File: config.mk
export PLATFORM = sky130hd
export DESIGN_NAME = traffic_monitor_flat
export DESIGN_NICKNAME = d
export VERILOG_FILES = /design/src/rtl/traffic_monitor_if.sv /design/src/rtl/traffic_monitor.sv /design/src/flat_wrapper.sv
export SDC_FILE = /design/constraint.sdc
export NUM_CORES = 1
export LEC_CHECK = 0
export CAP_MARGIN = 20
export CORE_MARGIN = 5
export CORE_UTILIZATION = 52
export CTS_BUF_LIST = sky130_fd_sc_hd__clkbuf_2 sky130_fd_sc_hd__clkbuf_4 sky130_fd_sc_hd__clkbuf_8
export DETAILED_ROUTE_END_ITERATION = 10
export PLACE_DENSITY = 0.76
export SYNTH_ARGS = -nofsm -noshare
export SYNTH_HDL_FRONTEND = slang
export SYNTH_SLANG_ARGS = --single-unit
export TNS_END_PERCENT = 5
File: constraint.sdc
create_clock -name clk -period 2.8 [get_ports clk]
set_input_delay 0.42 -clock clk [delete_from_list [all_inputs] [get_ports clk]]
set_output_delay 0.42 -clock clk [all_outputs]
set_load 0.02 [all_outputs]
File: src/rtl/traffic_monitor_if.sv
// traffic_monitor_if -- signal bundle between a lamp driver and the monitor.
//   master : drives enable, clear and the three lamp inputs; observes status.
//   slave  : the monitor side; samples lamps, returns locked/error/count status.
// CNT_W sets the width of err_count and seq_count and must match the monitor.
interface traffic_monitor_if #(
    parameter int unsigned CNT_W = 8
);
    logic             enable;
    logic             clear;
    logic             red;
    logic             amber;
    logic             green;
    logic             locked;
    logic             err_pulse;
    logic [1:0]       err_code;
    logic             err_sticky;
    logic [CNT_W-1:0] err_count;
    logic [CNT_W-1:0] seq_count;

    modport master (
        output enable, clear, red, amber, green,
        input  locked, err_pulse, err_code, err_sticky, err_count, seq_count
    );

    modport slave (
        input  enable, clear, red, amber, green,
        output locked, err_pulse, err_code, err_sticky, err_count, seq_count
    );
endinterface

File: src/rtl/traffic_monitor.sv
// traffic_monitor -- checks an observed traffic-light lamp pattern each cycle.
//   clk        : rising-edge system clock
//   rst_n      : asynchronous active-low reset
//   bus.enable : sample/check lamps when high; low forces UNLOCKED
//   bus.clear  : synchronous clear of err_sticky, err_count, seq_count
//   bus.red/amber/green : observed lamps, pattern P = {red,amber,green}
//   bus.locked     : monitor synchronised to a legal pattern
//   bus.err_pulse  : one-cycle error flag for the previous sample
//   bus.err_code   : 00 none, 01 illegal, 10 sequence, 11 stall
//   bus.err_sticky : latched error flag
//   bus.err_count  : saturating error count
//   bus.seq_count  : wrapping count of completed 010->100 cycles
// All outputs are registered (one-cycle latency).
module traffic_monitor #(
    parameter int unsigned HOLD_MAX = 1,
    parameter int unsigned CNT_W    = 8
) (
    input  logic               clk,
    input  logic               rst_n,
    traffic_monitor_if.slave   bus
);

    typedef enum logic {
        S_UNLOCKED = 1'b0,
        S_LOCKED   = 1'b1
    } state_e;

    typedef enum logic [1:0] {
        E_NONE    = 2'b00,
        E_ILLEGAL = 2'b01,
        E_SEQ     = 2'b10,
        E_STALL   = 2'b11
    } err_e;

    localparam logic [7:0] HOLD_LIM = 8'(HOLD_MAX);

    state_e           state_q, state_d;
    logic [2:0]       l_q, l_d;
    logic [7:0]       h_q, h_d;
    logic             pulse_q, pulse_d;
    err_e             code_q, code_d;
    logic             sticky_q, sticky_d;
    logic [CNT_W-1:0] errcnt_q, errcnt_d;
    logic [CNT_W-1:0] seqcnt_q, seqcnt_d;

    logic [2:0] pat;
    logic       pat_legal;
    logic [2:0] succ;

    assign pat = {bus.red, bus.amber, bus.green};

    always_comb begin
        pat_legal = (pat == 3'b100) || (pat == 3'b110) ||
                    (pat == 3'b001) || (pat == 3'b010);
    end

    always_comb begin
        succ = 3'b100;
        case (l_q)
            3'b100:  succ = 3'b110;
            3'b110:  succ = 3'b001;
            3'b001:  succ = 3'b010;
            3'b010:  succ = 3'b100;
            default: succ = 3'b100;
        endcase
    end

    always_comb begin
        state_d  = state_q;
        l_d      = l_q;
        h_d      = h_q;
        code_d   = E_NONE;
        pulse_d  = 1'b0;
        sticky_d = sticky_q;
        errcnt_d = errcnt_q;
        seqcnt_d = seqcnt_q;

        if (!bus.enable) begin
            state_d = S_UNLOCKED;
        end else if (state_q == S_UNLOCKED) begin
            if (pat_legal) begin
                state_d = S_LOCKED;
                l_d     = pat;
                h_d     = 8'd1;
            end else begin
                code_d = E_ILLEGAL;
            end
        end else begin
            // Priority: illegal > sequence > stall. A repeat of L is never a
            // sequence error; only a legal pattern that is neither L nor its
            // successor resyncs with error 10.
            if (!pat_legal) begin
                code_d  = E_ILLEGAL;
                state_d = S_UNLOCKED;
            end else if (pat == succ) begin
                l_d = pat;
                h_d = 8'd1;
                if (l_q == 3'b010) begin
                    seqcnt_d = seqcnt_q + 1'b1;
                end
            end else if (pat == l_q) begin
                if (h_q < HOLD_LIM) begin
                    h_d = h_q + 8'd1;
                end else begin
                    code_d = E_STALL;
                    h_d    = 8'd1;
                end
            end else begin
                code_d = E_SEQ;
                l_d    = pat;
                h_d    = 8'd1;
            end
        end

        if (code_d != E_NONE) begin
            pulse_d  = 1'b1;
            sticky_d = 1'b1;
            if (errcnt_q != '1) begin
                errcnt_d = errcnt_q + 1'b1;
            end
        end

        // Clear wins over any same-cycle set/increment; pulse/code unaffected.
        if (bus.clear) begin
            sticky_d = 1'b0;
            errcnt_d = '0;
            seqcnt_d = '0;
        end
    end

    always_ff @(posedge clk or negedge rst_n) begin
        if (!rst_n) begin
            state_q  <= S_UNLOCKED;
            l_q      <= 3'b100;
            h_q      <= '0;
            pulse_q  <= 1'b0;
            code_q   <= E_NONE;
            sticky_q <= 1'b0;
            errcnt_q <= '0;
            seqcnt_q <= '0;
        end else begin
            state_q  <= state_d;
            l_q      <= l_d;
            h_q      <= h_d;
            pulse_q  <= pulse_d;
            code_q   <= code_d;
            sticky_q <= sticky_d;
            errcnt_q <= errcnt_d;
            seqcnt_q <= seqcnt_d;
        end
    end

    assign bus.locked     = (state_q == S_LOCKED);
    assign bus.err_pulse  = pulse_q;
    assign bus.err_code   = code_q;
    assign bus.err_sticky = sticky_q;
    assign bus.err_count  = errcnt_q;
    assign bus.seq_count  = seqcnt_q;

endmodule

File: src/flat_wrapper.sv
// flat-port wrapper written by rule: the top's interface ports become plain ports
module traffic_monitor_flat 
#(
    parameter int unsigned HOLD_MAX = 1,
    parameter int unsigned CNT_W    = 8
)
  (clk, rst_n, bus_enable, bus_clear, bus_red, bus_amber, bus_green, bus_locked, bus_err_pulse, bus_err_code, bus_err_sticky, bus_err_count, bus_seq_count);
  traffic_monitor_if #(.CNT_W(CNT_W)) bus_i ();
  input  logic clk;
  input  logic rst_n;
  input wire logic [$bits(bus_i.enable)-1:0] bus_enable;
  input wire logic [$bits(bus_i.clear)-1:0] bus_clear;
  input wire logic [$bits(bus_i.red)-1:0] bus_red;
  input wire logic [$bits(bus_i.amber)-1:0] bus_amber;
  input wire logic [$bits(bus_i.green)-1:0] bus_green;
  output wire logic [$bits(bus_i.locked)-1:0] bus_locked;
  output wire logic [$bits(bus_i.err_pulse)-1:0] bus_err_pulse;
  output wire logic [$bits(bus_i.err_code)-1:0] bus_err_code;
  output wire logic [$bits(bus_i.err_sticky)-1:0] bus_err_sticky;
  output wire logic [$bits(bus_i.err_count)-1:0] bus_err_count;
  output wire logic [$bits(bus_i.seq_count)-1:0] bus_seq_count;
  assign bus_i.enable = bus_enable;
  assign bus_i.clear = bus_clear;
  assign bus_i.red = bus_red;
  assign bus_i.amber = bus_amber;
  assign bus_i.green = bus_green;
  assign bus_locked = bus_i.locked;
  assign bus_err_pulse = bus_i.err_pulse;
  assign bus_err_code = bus_i.err_code;
  assign bus_err_sticky = bus_i.err_sticky;
  assign bus_err_count = bus_i.err_count;
  assign bus_seq_count = bus_i.seq_count;
  traffic_monitor #(.HOLD_MAX(HOLD_MAX), .CNT_W(CNT_W)) u_core (.clk(clk), .rst_n(rst_n), .bus(bus_i));
endmodule
==> results.sh, run 1 <==
export IMPL_outcome="finished clean"
export IMPL_routedWlPerCell_microns=14.8
export IMPL_synth_edff_count=0
export IMPL_cts_tree="built"
export IMPL_clock_latency_ps=330
export IMPL_start_kind="flop"
export IMPL_fp_dieW_microns=69.0
export IMPL_dr_pass1_iters=5
export IMPL_antenna_found_initial=0
export IMPL_fin_crit_sh_pct=89.9
export IMPL_clockBufferDepth=2
export IMPL_crit_buf_inv=2
export IMPL_maxCapViolations=0
export IMPL_switching_share_pct=26.7
export IMPL_yosysUniqueCellTypes=49
export IMPL_synthSimpleGateAreaFrac_pct=23.8
export IMPL_p_seq_share_pct=53.4
export IMPL_r2r_end="u_core.bus.err_count[0]"
export IMPL_hold_viol=0
export IMPL_viasPerCell=5.83
export IMPL_clockRootBuffer="clkbuf_4"
export IMPL_finClkSkew_ps=14.8
export IMPL_p_switching_mw=0.248
export IMPL_gp_congestion=0.868
export IMPL_synth_seq_area_share_pct=44.2
export IMPL_netlist_instances=184
export IMPL_dp_hpwl_microns=2980
export IMPL_htreeDepth=2
export IMPL_synthFlopType="dfrtp_1"
export IMPL_final_antenna_net_count=0
export IMPL_drc=0
export IMPL_cp_slowest_stage_delay_ps=440
export IMPL_nets=230
export IMPL_grt_max_degree=33
export IMPL_combPwrFrac_pct=14.5
export IMPL_worstSetupPathType="reg -> reg"
export IMPL_synth_xor_area_share_pct=2.42
export IMPL_gr_total_overflow=0
export IMPL_cts_repair_resized=0
export IMPL_p_int_mw=0.681
export IMPL_drv_slew=0
export IMPL_drive_gt1_share_pct=11.0
export IMPL_synth_area_leader_cell="dfrtp_1"
export IMPL_clock_sinks=32
export IMPL_grt_pass1_wl_microns=6770
export IMPL_critPathRequiredTime_ps=3030
export IMPL_synthArstFlopShare_pct=100
export IMPL_critical_path_top_delay_family="simple AND/OR/NAND/NOR gates"
export IMPL_rows=21
export IMPL_die_area_sq_um=4770
export IMPL_r2r_cells=8
export IMPL_cp_depth=8
export IMPL_slowest_stage="or4b_1"
export IMPL_die_h_microns=69.0
export IMPL_setup_viol=0
export IMPL_num_antenna_cells=0
export IMPL_core_area_sq_um=3360
export IMPL_worstReg2RegStart="u_core.h_q[0]"
export IMPL_p_per_area_nw_per_um2=419
export IMPL_hp_class="in -> async"
export IMPL_stdcell_count=265
export IMPL_synth_top_family_by_area="simple AND/OR/NAND/NOR gates"
export IMPL_grt_pass1_vias=1481
export IMPL_grt_usage_pct=17.0
export IMPL_num_vias=1546
export IMPL_cp_max_fo=5
export IMPL_post_place_cells=258
export IMPL_syn_area_per_cell_sq_um=9.85
export IMPL_relSlewSlack_pct=64.2
export IMPL_synthAdderAreaFrac_pct=2.76
export IMPL_synth_area_leaders="dfrtp_1 43%, mux2_1 3.1%, nand2_1 3.1%"
export IMPL_crit_path_start="u_core.h_q[0]"
export IMPL_path_clk_slew_ps=100
export IMPL_synth_compound_area_share_pct=13.7
export IMPL_synth_top_area_share_pct=42.8
export IMPL_max_freq_mhz=397
export IMPL_power_leakage_nw=0.945
export IMPL_yosys_warnings=0
export IMPL_synth_mux_area_share_pct=7.11
export IMPL_ys_seq_elements=32
export IMPL_reg2reg_slack_ps=280
export IMPL_crit_end="u_core.bus.err_count[0]"
export IMPL_ir_drop_v=0.000278
export IMPL_drt_iter0_markers=91
export IMPL_syn_num_nets=195
export IMPL_io_pins=28
export IMPL_layout_min_cycle_time_ps=2520
export IMPL_start_util_pct=53.9
export IMPL_arrival_ps=2740
export IMPL_path_cells="inv_1 > ha_1 > or4b_1 > nor4_1 > o32a_1 > inv_2 > o2bb2ai_1 > mux2_1"
export IMPL_synthToLayoutAreaGrowth_pct=22.4
export IMPL_fin_tns_setup_ps=0
export IMPL_drt_total_wl_microns=3920
export IMPL_cts_buffers=5
export IMPL_crit_path_end_kind="flop"
export IMPL_post_cts_setup_buffer_count=0
export IMPL_tightest_slew_ps=532
export IMPL_io_buffer_count=27
export IMPL_syn_area_sq_um=1810
export IMPL_clkPwrFrac_pct=32.1
export IMPL_grt_setup_unrepaired="false"
export IMPL_cts_hold_buf=0
-- routing by layer --
layer / routed length [microns] / global-route usage [%]
met1: 1700 / 20.3
met2: 1900 / 28.5
met3: 209 / 5.09
met4: 102 / 7.16
met5: 0 / 0
-- synthesized netlist by cell type, drive strengths merged (2+ instances only) --
cell type / instances
dfrtp: 31
nand2: 15
inv: 14
nor2: 11
a21oi: 8
nand3: 8
and2: 7
mux2: 7
nor2b: 7
nand4: 6
o21ai: 6
buf: 5
mux2i: 5
xnor2: 5
and3: 4
ha: 4
clkbuf: 3
nor4: 3
o2bb2ai: 3
or4: 3
a31o: 2
nand2b: 2
nor4b: 2
o22ai: 2
o31ai: 2
or3: 2
-- cell usage in the layout, fill, tap and decap left out, types with 2 or more instances in the layout --
cell type and instances:
o21ai_0 4, buf_4 9, a21oi_1 8, inv_1 13, a31o_1 2, dfrtp_1 31, nor4b_1 2, nand2_1 15
clkbuf_4 5, mux2_2 2, nor2b_1 7, clkdlybuf4s50_1 27, o31ai_1 2, nor2_1 11, mux2_1 5, nor4_1 3
xnor2_1 5, mux2i_1 5, o2bb2ai_1 3, nand2b_1 2, or3_1 2, and3_1 4, clkbuf_8 2, nand3_1 8
nand4_1 5, o22ai_1 2, or4_1 2, ha_1 4, o21ai_1 2, and2_1 7
-- cells by family (layout without fill, tap and decap cells) --
group | after synthesis | count (layout)
compound gates | 33 | 33
xor+xnor | 5 | 5
fa+ha+maj | 4 | 4
buf+inv | 22 | 57
flops | 32 | 32
mux | 12 | 12
simple gates | 76 | 76
-- how the worst min path moves through the flow --
stage / endpoint / slack (ps) / startpoint
final: u_core.l_q[1] / 470 / rst_n
after global routing: u_core.bus.err_count[5] / 490 / rst_n
after CTS: u_core.bus.err_count[5] / 480 / rst_n
after detailed placement: u_core.h_q[3] / 470 / u_core.h_q[3]
after global placement: u_core.h_q[3] / 470 / u_core.h_q[3]
after floorplan: u_core.bus.err_code[0] / 120 / rst_n
-- state kept, by name, summed over array words and instances, names as in the netlist --
signal and flops:
u_core.bus.err_code 2, u_core.bus.err_count 8, u_core.bus.err_pulse 1, u_core.bus.err_sticky 1, u_core.bus.locked 1, u_core.bus.seq_count 8, u_core.h_q 8, u_core.l_q 3
-- through the flow --
stage | hold slack (ps) | setup WS, ps | util [%] | total power, mW | area (sq um)
after floorplan | 124 | 603 | - | 0.585 | 1810
after global placement | 465 | 167 | 64.0 | 0.636 | 2150
after detailed placement | 467 | 87.3 | 64.0 | 0.640 | 2150
after CTS | 478 | 297 | 66.0 | 0.938 | 2220
after global routing | 494 | 150 | 66.0 | 0.975 | 2220
final | 471 | 284 | 66.0 | 0.929 | 2220
-- layout make-up --
cell class / count / area, sq um
multi-input combinational: 130 / 903
timing repair buffer: 36 / 338
inverter: 14 / 52.6
clock buffer: 7 / 65.1
sequential: 32 / 802
fill: 298 / 1140
tap: 46 / 57.6
-- power groups by stage --
stage	registers, mW	logic, mW	clock network [mW]
6_report	0.496	0.135	0.298
5_1_grt	0.498	0.148	0.329
4_1_cts	0.496	0.136	0.307
3_5_place_dp	0.505	0.135	0
3_3_place_gp	0.504	0.132	0
2_1_floorplan	0.507	0.0778	0
(Power assumes the default switching activity.)
==> run 2: changes to the inputs <==
Settings changed: CORE_ASPECT_RATIO set to 0.75, CORE_UTILIZATION 52 to 45, PLACE_DENSITY 0.76 to 0.68.
==> results.sh, run 2 (same netlist as run 1, synthesis figures left out) <==
export IMPL_outcome="finished clean"
export IMPL_setup_viol=0
export IMPL_fillers=359
export IMPL_rows=20
export IMPL_post_cts_setup_buffer_count=0
export IMPL_critical_path_top_delay_family="simple AND/OR/NAND/NOR gates"
export IMPL_viasPerCell=5.44
export IMPL_fp_dieW_microns=83.3
export IMPL_final_antenna_net_count=0
export IMPL_cp_slowest_stage_delay_ps=580
export IMPL_nets=230
export IMPL_path_clk_slew_ps=70
export IMPL_cts_tree="built"
export IMPL_slowest_stage="clkdlybuf4s50_1"
export IMPL_io_buffer_count=27
export IMPL_layout_min_cycle_time_ps=2470
export IMPL_fin_tns_setup_ps=0
export IMPL_p_int_mw=0.812
export IMPL_cts_repair_resized=0
export IMPL_clkPwrFrac_pct=41.0
export IMPL_drt_total_wl_microns=3920
export IMPL_hp_class="reg -> reg"
export IMPL_drc=0
export IMPL_p_switching_mw=0.257
export IMPL_clock_sinks=32
export IMPL_io_pins=28
export IMPL_final_cell_mix="31 x dfrtp_1, 27 x clkdlybuf4s50_1, 15 x nand2_1, 13 x inv_1, 11 x nor2_1"
export IMPL_die_h_microns=65.0
export IMPL_p_per_area_nw_per_um2=469
export IMPL_routedWlPerCell_microns=14.2
export IMPL_htreeDepth=2
export IMPL_grt_pass1_wl_microns=6750
export IMPL_clockRootBuffer="clkbuf_8"
export IMPL_gr_total_overflow=0
export IMPL_ir_drop_v=0.000500
export IMPL_drv_slew=0
export IMPL_start_util_pct=45.6
export IMPL_switching_share_pct=24.0
export IMPL_path_cells="clkdlybuf4s50_1 > nor4b_1 > mux2i_1 > or4_4 > or4_1 > a21oi_1"
export IMPL_die_area_sq_um=5410
export IMPL_drive_gt1_share_pct=11.4
export IMPL_power_leakage_nw=0.967
export IMPL_grt_max_degree=33
export IMPL_cts_buffers=5
export IMPL_num_vias=1497
export IMPL_dr_pass1_iters=4
export IMPL_hold_viol=0
export IMPL_grt_setup_unrepaired="false"
export IMPL_core_area_sq_um=3980
export IMPL_antenna_found_initial=0
export IMPL_grt_pass1_vias=1451
export IMPL_fin_area_sq_um=2280
export IMPL_gp_congestion=0.841
export IMPL_synthToLayoutAreaGrowth_pct=25.5
export IMPL_cts_hold_buf=0
export IMPL_crit_path_end_kind="flop"
export IMPL_multi_input_area_sq_um=903
export IMPL_max_freq_mhz=405
export IMPL_p_seq_share_pct=46.5
export IMPL_clock_latency_ps=280
export IMPL_crit_buf_inv=1
export IMPL_seq_area_sq_um=802
export IMPL_tightest_slew_ps=754
export IMPL_fin_crit_sh_pct=88.2
export IMPL_finClkSkew_ps=5.11
export IMPL_clockBufferDepth=2
export IMPL_mostFrequentLayoutCell="dfrtp_1"
export IMPL_start_kind="input pin"
export IMPL_reg2reg_slack_ps=370
export IMPL_combPwrFrac_pct=12.5
export IMPL_critPathRequiredTime_ps=3000
export IMPL_relSlewSlack_pct=49.5
export IMPL_num_antenna_cells=0
export IMPL_arrival_ps=2670
export IMPL_maxCapViolations=0
export IMPL_dp_hpwl_microns=2930
export IMPL_worstSetupPathType="in -> reg"
export IMPL_cp_max_fo=7
export IMPL_place_area_sq_um=2160
export IMPL_grt_usage_pct=15.8
export IMPL_drt_iter0_markers=50
-- run 2: cell count changes in the layout (fill, tap and decap cells not counted), sizes merged --
cell and change:
clkinv +1, bufinv +1, clkbuf -1
-- run 2: per-stage QoR --
| stage | worst slack (ps) | util (%) | std cells | power [mW] | hold slack [ps] |
|---|---|---|---|---|---|
| finish | 329 | 57.2 | 275 | 1.07 | 483 |
| global placement | 108 | 54.4 | 267 | 0.635 | 461 |
| global route | 155 | 57.2 | 275 | 1.12 | 504 |
| detailed placement | 30.4 | 54.4 | 267 | 0.640 | 468 |
| floorplan | 603 | - | 184 | 0.585 | 124 |
| CTS | 329 | 57.2 | 275 | 1.08 | 487 |
-- run 2: metal layers --
| layer | share of wire (%) | global-route usage (%) | vias to the layer above |
|---|---|---|---|
| li1 | - | - | 728 |
| met1 | 48 | 20.7 | 735 |
| met2 | 45 | 24.9 | 27 |
| met3 | 5.1 | 4.32 | 7 |
| met4 | 1.6 | 6.12 | 0 |
| met5 | 0 | 0 | - |
-- run 2: final timing paths --
check | start | to | depth (start not counted)
worst max-delay path | bus_amber | u_core.bus.seq_count[5] | 6
worst min-delay path | u_core.h_q[4] | u_core.h_q[4] | 1
worst max register to register | u_core.h_q[0] | u_core.bus.err_count[0] | 9
worst min register to register | u_core.h_q[4] | u_core.h_q[4] | 1
max in group asynchronous | rst_n | u_core.l_q[2] | 2
min in group asynchronous | rst_n | u_core.h_q[3] | 2
-- run 2: area by class of cell --
| class | count | share of cell area [%] |
|---|---|---|
| clock buffers | 6 | 3.35 |
| well taps | 55 | 3.02 |
| repair buffers | 36 | 14.8 |
| inverters | 14 | 2.31 |
| flip-flops and latches | 32 | 35.2 |
| multi-input cells | 130 | 39.7 |
| clock inverters | 2 | 1.54 |
-- run 2: power by group through the flow --
stage               Sequential (mW)  Clock (mW)  Combinational, mW
floorplan                     0.507           0             0.0778
global placement              0.504           0              0.131
detailed placement            0.505           0              0.134
CTS                           0.497       0.448              0.135
global route                  0.499       0.470              0.148
finish                        0.497       0.438              0.133
-- run 2: worst reg2reg max path: stages, from the launching register on --
cell and delay, ps:
dfrtp_1 410, inv_1 70, ha_1 140, or4b_1 430, nor4_1 210, buf_4 170
o32a_1 260, inv_2 90, o2bb2ai_1 180, mux2_1 330
==> run 3: changes to the inputs <==
--- a/config.mk
+++ b/config.mk
@@ -9,8 +9,8 @@
 export CORE_ASPECT_RATIO = 0.75
 export CORE_MARGIN = 5
-export CORE_UTILIZATION = 45
+export CORE_UTILIZATION = 50
 export CTS_BUF_LIST = sky130_fd_sc_hd__clkbuf_2 sky130_fd_sc_hd__clkbuf_4 sky130_fd_sc_hd__clkbuf_8
 export DETAILED_ROUTE_END_ITERATION = 10
-export PLACE_DENSITY = 0.68
+export PLACE_DENSITY = 0.74
 export SYNTH_ARGS = -nofsm -noshare
 export SYNTH_HDL_FRONTEND = slang
==> constraint.sdc (replaced) <==
create_clock -name clk -period 2.35 [get_ports clk]
set_input_delay 0.235 -clock clk [delete_from_list [all_inputs] [get_ports clk]]
set_output_delay 0.235 -clock clk [all_outputs]
set_load 0.02 [all_outputs]
==> results.sh, run 3 (same netlist as run 1, synthesis figures left out) <==
export IMPL_final_util_pct=66.9
export IMPL_drt_iter0_markers=169
export IMPL_p_int_mw=0.916
export IMPL_grt_pass1_vias=1495
export IMPL_core_area_sq_um=3590
export IMPL_io_pins=28
export IMPL_fp_dieW_microns=79.5
export IMPL_wl_met2_microns=1870
export IMPL_htreeDepth=2
export IMPL_path_cells="inv_2 > ha_1 > or4b_4 > nor4_4 > buf_4 > a211o_1 > buf_4 > o22ai_1 > mux2_1"
export IMPL_grt_max_degree=33
export IMPL_tightest_slew_ps=497
export IMPL_num_vias=1558
export IMPL_final_antenna_net_count=0
export IMPL_final_cell_mix="31 x dfrtp_1, 25 x clkdlybuf4s50_1, 23 x buf_4, 15 x nand2_1, 12 x inv_1"
export IMPL_fin_tns_setup_ps=0
export IMPL_fin_crit_sh_pct=96.6
export IMPL_wl_met3_microns=249
export IMPL_grt_setup_unrepaired="true"
export IMPL_start_kind="flop"
export IMPL_cts_hold_buf=0
export IMPL_clock_latency_ps=280
export IMPL_clkPwrFrac_pct=36.7
export IMPL_slowest_stage="or4b_4"
export IMPL_max_freq_mhz=440
export IMPL_hp_class="in -> async"
export IMPL_hold_viol=0
export IMPL_io_buffer_count=27
export IMPL_critical_path_top_delay_family="simple AND/OR/NAND/NOR gates"
export IMPL_arrival_ps=2430
export IMPL_dp_hpwl_microns=3120
export IMPL_path_clk_slew_ps=60
export IMPL_cp_max_fo=4
export IMPL_p_per_area_nw_per_um2=509
export IMPL_finalPower_mw=1.22
export IMPL_drv_slew=0
export IMPL_gr_total_overflow=0
export IMPL_die_area_sq_um=4940
export IMPL_cts_tree="built"
export IMPL_clockBufferDepth=2
export IMPL_power_leakage_nw=1.05
export IMPL_ir_drop_v=0.000552
export IMPL_cp_slowest_stage_delay_ps=470
export IMPL_mostFrequentLayoutCell="dfrtp_1"
export IMPL_drive_gt1_share_pct=18.9
export IMPL_finClkSkew_ps=8.11
export IMPL_grt_pass1_wl_microns=6970
export IMPL_num_antenna_cells=0
export IMPL_layout_min_cycle_time_ps=2270
export IMPL_grt_usage_pct=17.5
export IMPL_synthToLayoutAreaGrowth_pct=32.5
export IMPL_combPwrFrac_pct=14.7
export IMPL_viasPerCell=5.47
export IMPL_crit_buf_inv=3
export IMPL_drt_met1_wl_microns=2050
export IMPL_clockRootBuffer="clkbuf_8"
export IMPL_worstSetupPathType="reg -> reg"
export IMPL_p_switching_mw=0.307
export IMPL_drc=0
export IMPL_dr_pass1_iters=4
export IMPL_antenna_found_initial=0
export IMPL_relSlewSlack_pct=66.7
export IMPL_highest_layer="met4"
export IMPL_clock_sinks=32
export IMPL_start_util_pct=50.5
export IMPL_setup_viol=0
export IMPL_outcome="finished clean"
export IMPL_critPathRequiredTime_ps=2500
export IMPL_rows=19
export IMPL_crit_path_end_kind="flop"
export IMPL_cts_buffers=5
export IMPL_routedWlPerCell_microns=14.7
export IMPL_switching_share_pct=25.1
export IMPL_die_h_microns=62.2
export IMPL_gp_congestion=0.893
export IMPL_nets=244
export IMPL_drt_total_wl_microns=4200
export IMPL_p_seq_share_pct=48.6
export IMPL_path_common_cell="buf_4"
export IMPL_maxCapViolations=0
run 3: final cells by class:
type / instances / area, sq um
Timing Repair Buffer: 50 / 448
Inverter: 14 / 52.6
Sequential cell: 32 / 802
Tap cell: 52 / 65.1
Fill cell: 271 / 1190
Clock buffer: 7 / 96.3
Multi-Input combinational cell: 130 / 938
run 3: what timing repair did:
action                     CTS  global route
setup endpoints to repair    6             9
gates cloned                 0             0
gates resized for setup      1             8
pin swaps                    0             2
setup buffers                0             1
run 3: path summary, 6_finish.rpt:
| path | startpoint | end | slack, ps | cells after the start |
|---|---|---|---|---|
| max | u_core.h_q[1] | u_core.bus.err_count[7] | 80 | 9 |
| min in group clk | u_core.h_q[3] | u_core.h_q[3] | 500 | 1 |
| max in group asynchronous | rst_n | u_core.l_q[2] | 1680 | 2 |
| min reg2reg | u_core.h_q[3] | u_core.h_q[3] | 500 | 1 |
| min | rst_n | u_core.bus.err_count[3] | 350 | 2 |
| max reg2reg | u_core.h_q[1] | u_core.bus.err_count[7] | 80 | 9 |
run 3: stage by stage:
stage / cell area [sq um] / setup slack, ps / instances / hold slack [ps]
after CTS: 2360 / 23.4 / 284 / 353
after detailed placement: 2260 / -183 / 277 / 468
after floorplan: 1810 / 153 / 184 / -60.6
after global routing: 2400 / -44.0 / 285 / 385
after global placement: 2260 / -118 / 277 / 461
final: 2400 / 78.9 / 285 / 346
run 3: power by group through the flow:
stage	Combinational (mW)	Sequential (mW)	Clock, mW
2_1_floorplan	0.0927	0.605	0
3_3_place_gp	0.171	0.600	0
3_5_place_dp	0.175	0.602	0
4_1_cts	0.176	0.593	0.462
5_1_grt	0.196	0.597	0.490
6_report	0.180	0.594	0.449
run 3: per-layer routing:
layer,vias up,GRT usage (%)
met5,-,0
met3,6,4.77
met1,751,25.5
li1,756,-
met2,45,25.4
met4,0,4.94
